===== config.mk =====
export PLATFORM = sky130hd
export DESIGN_NAME = settle_timer
export DESIGN_NICKNAME = d
export VERILOG_FILES = /design/src/rtl/settle_timer.sv
export SDC_FILE = /design/constraint.sdc
export NUM_CORES = 1
export LEC_CHECK = 0
export CAP_MARGIN = 20
export CORE_AREA = 2 2 39 41
export CTS_BUF_LIST = sky130_fd_sc_hd__clkbuf_16
export CTS_CLUSTER_SIZE = 25
export DETAILED_ROUTE_END_ITERATION = 6
export DIE_AREA = 0 0 41 43
export SLEW_MARGIN = 20
export SYNTH_ARGS = -nofsm -noshare
export SYNTH_HDL_FRONTEND = slang
export SYNTH_SLANG_ARGS = --single-unit

===== constraint.sdc =====
create_clock -name clk -period 1.76 [get_ports clk]
set_input_delay 0.352 -clock clk [delete_from_list [all_inputs] [get_ports clk]]
set_output_delay 0.352 -clock clk [all_outputs]
set_load 0.005 [all_outputs]

===== src/rtl/settle_timer.sv =====
// Loadable down-counter that stops at zero; o_zero_c flags an expired count.
module settle_timer #(
  parameter int unsigned W = 7
) (
  input  logic         clk,
  input  logic         rst,
  input  logic         i_load,
  input  logic [W-1:0] i_load_val,
  output logic         o_zero_c
);

  logic [W-1:0] r_cnt;

  // Load on request, otherwise count down and hold at zero
  always_ff @(posedge clk or posedge rst) begin
    if (rst) begin
      r_cnt <= '0;
    end else if (i_load) begin
      r_cnt <= i_load_val;
    end else if (r_cnt != '0) begin
      r_cnt <= r_cnt - W'(1);
    end
  end

  assign o_zero_c = (r_cnt == '0);

endmodule


==> results.toml <==
[layout]
antenna_cells = 0
top_register = "r_cnt"
num-nets-final = 86
syn2layout_area_growth_pct = 62.8
largest_register_ff_count = 7
reg_top3 = "r_cnt x7"
drive_above_1_share_pct = 28.8
fin_area_um2 = 746
nFillCells = 130

[clock_network]
cts_made_buffers = 3
cts_tree = "yes"
clock_path_buffers = 2
cts.clk_slew.worst_paths_ns = 0.04
cts_root_buf = "clkbuf_16"
hold_buffers = 0
clkLatencyLatePin_ns = 0.23
htree_levels = 1
clock-sinks = 7

[synthesis]
synth_top_area_share_pct = 38.3
synth_flop_cell = "dfrtp_1"
yosys-top-cells-count = "7 x dfrtp_1, 5 x nand2_1, 5 x o31ai_1"
synth.avg_cell_area_um2 = 9.74
synth.area.top_cells = "dfrtp_1 38%, o31ai_1 8.2%, ha_1 5.5%, nor4_4 4.6%, nand2_1 4.1%"
syn_inst = 47
yosysMostFrequentCell = "dfrtp_1"
synth_area_um2 = 458
ys.warnings.count = 0
synth-seq-cells = 7
async_flop_share_pct = 100
syn_nets = 59
synth_edf_count = 0
synth.largest_area_cell = "dfrtp_1"
yosysSeqAreaShare_pct = 38.3
synth.distinct_cells = 23

[sta]
clock_skew_ns = 0.000751
hold_viol_final = 0
setup_tns_ns = 0
fin_ws_ns = 0.0270
rsz0062_at_grt = "yes"
finalMaxSlewViolations = 0
setup_viol = 0
min_period_ns = 1.73
post-route-period-util_pct = 98.5
clock.fmax_mhz = 577
slew_headroom_pct = 68.4
worst_slew_pin_slew_ns = 0.472

[floorplanning]
initial_core_util_pct = 33.1
io_pins = 11
row_count = 14
die_y_um = 43
core_area_mm2 = 0.00138
fp.dieW_um = 41
dieArea_mm2 = 0.00176

[worst_setup_path]
cp_cell_sequence = "or4_4 > nor2_4 > buf_2"
cp_slowest_cell = "or4_4"
crit_path_start_kind = "flop"
worst_setup_path_end_kind = "primary output"
cp_top_family = "simple AND/OR/NAND/NOR gates"
cp.required_ns = 1.41
worstSetupPathType = "flop to primary output"
critPathBufInv = 1
cp_data_arrival_time_ns = 1.38
rrSetupSlack_ns = 0.25
cpPeakStageDelay_ns = 0.56
crit_fanout = 2
r2r_cells = 6
cp.depth = 3

[power_and_ir_drop]
p_leak_nw = 0.333
powerDensity_mw_per_mm2 = 1060
peakVddDrop_uv = 515
power_w = 0.000791

[status]
status = "finished, final reports clean"

[global_route]
grt-ovfl-total = 0
first_global_vias = 487
grt_max_degree = 15
grtUsageTotal_pct = 17.3
antenna_found_initial = 0
grt_pass1_wl_um = 1970

[routing]
routedWlPerCell_um = 12.2
ant_nets = 0
drt_pass1_iterations = 2
vias_per_cell = 5.11
wirelength_um = 1090
drt_iter0_drc = 8
vias = 455
drc = 0

[placement]
pre_cts_slack_ns = -0.174
port-buffer-count = 10
gp_congestion = 0.749
dpl-instance-area_um2 = 649

[min_path]
hp-class = "primary input to async pin"

[run]
drv_cap = 0
cells in the final DEF (no fill, tap or decap), drive strengths merged, types with 3 or more instances in the layout:
| cell type | n |
|---|---|
| nand2 | 5 |
| buf | 14 |
| inv | 5 |
| clkbuf | 3 |
| nor3 | 3 |
| o31ai | 5 |
| clkdlybuf4s50 | 9 |
| dfrtp | 7 |
stage by stage:
step / utilization (%) / std cells / hold WS (ns)
floorplan: - / 47 / 0.155
global placement: 46.9 / 82 / 0.599
detailed placement: 46.9 / 82 / 0.599
CTS: 53.9 / 89 / 0.375
global route: 53.9 / 89 / 0.394
finish: 53.9 / 89 / 0.357
report_power, final:
part	switching (W)	total, W	internal [W]
clock network	0.0000939	0.000390	0.000296
logic	0.0000944	0.000204	0.000110
registers	0.0000121	0.000196	0.000184
final timing paths:
kind | start | endpoint
worst min register to register | r_cnt[6] | r_cnt[6]
worst min-delay path | rst | r_cnt[3]
worst max-delay path | r_cnt[2] | o_zero_c
worst max register to register | r_cnt[1] | r_cnt[0]
min in group clk | r_cnt[6] | r_cnt[6]
max in group asynchronous | rst | r_cnt[0]
what timing repair did:
item,CTS,global route
gates resized for setup,4,0
buffers inserted,3,0
pin swaps,2,0
setup endpoints to repair,1,1
per-layer routing:
metal,wire length [um],track usage (%),up-vias
met3,50,7.33,2
met5,0,0,-
met2,568,26.6,10
li1,-,-,227
met1,449,18.6,216
met4,21,10.7,0
logic make-up (layout without fill, tap and decap cells):
logic type	after synthesis	in the layout	synth area share (%)
simple gates	18	18	26.5
compound gates	13	13	21.9
flops	7	7	38.3
buf+inv	5	31	4.10
fa+ha+maj	2	2	5.46
xor+xnor	2	2	3.83
worst register-to-register path, cell delays in order, from the launching register on:
cell and delay [ns]:
dfrtp_1 0.36, inv_1 0.10, ha_1 0.18, buf_4 0.11, nor2b_1 0.26, a21oi_1 0.14, o31ai_1 0.25
layout make-up:
cell class              count  area [um2]  share of cell area [%]
flip-flops and latches      7         175                    23.5
repair buffers             23         193                    25.8
clock inverters             1        3.75                   0.503
multi-input cells          35         264                    35.4
inverters                   4        15.0                    2.01
well taps                  16        20.0                    2.68
clock buffers               3        75.1                    10.1
No activity file was read; power rests on OpenSTA's default activity.
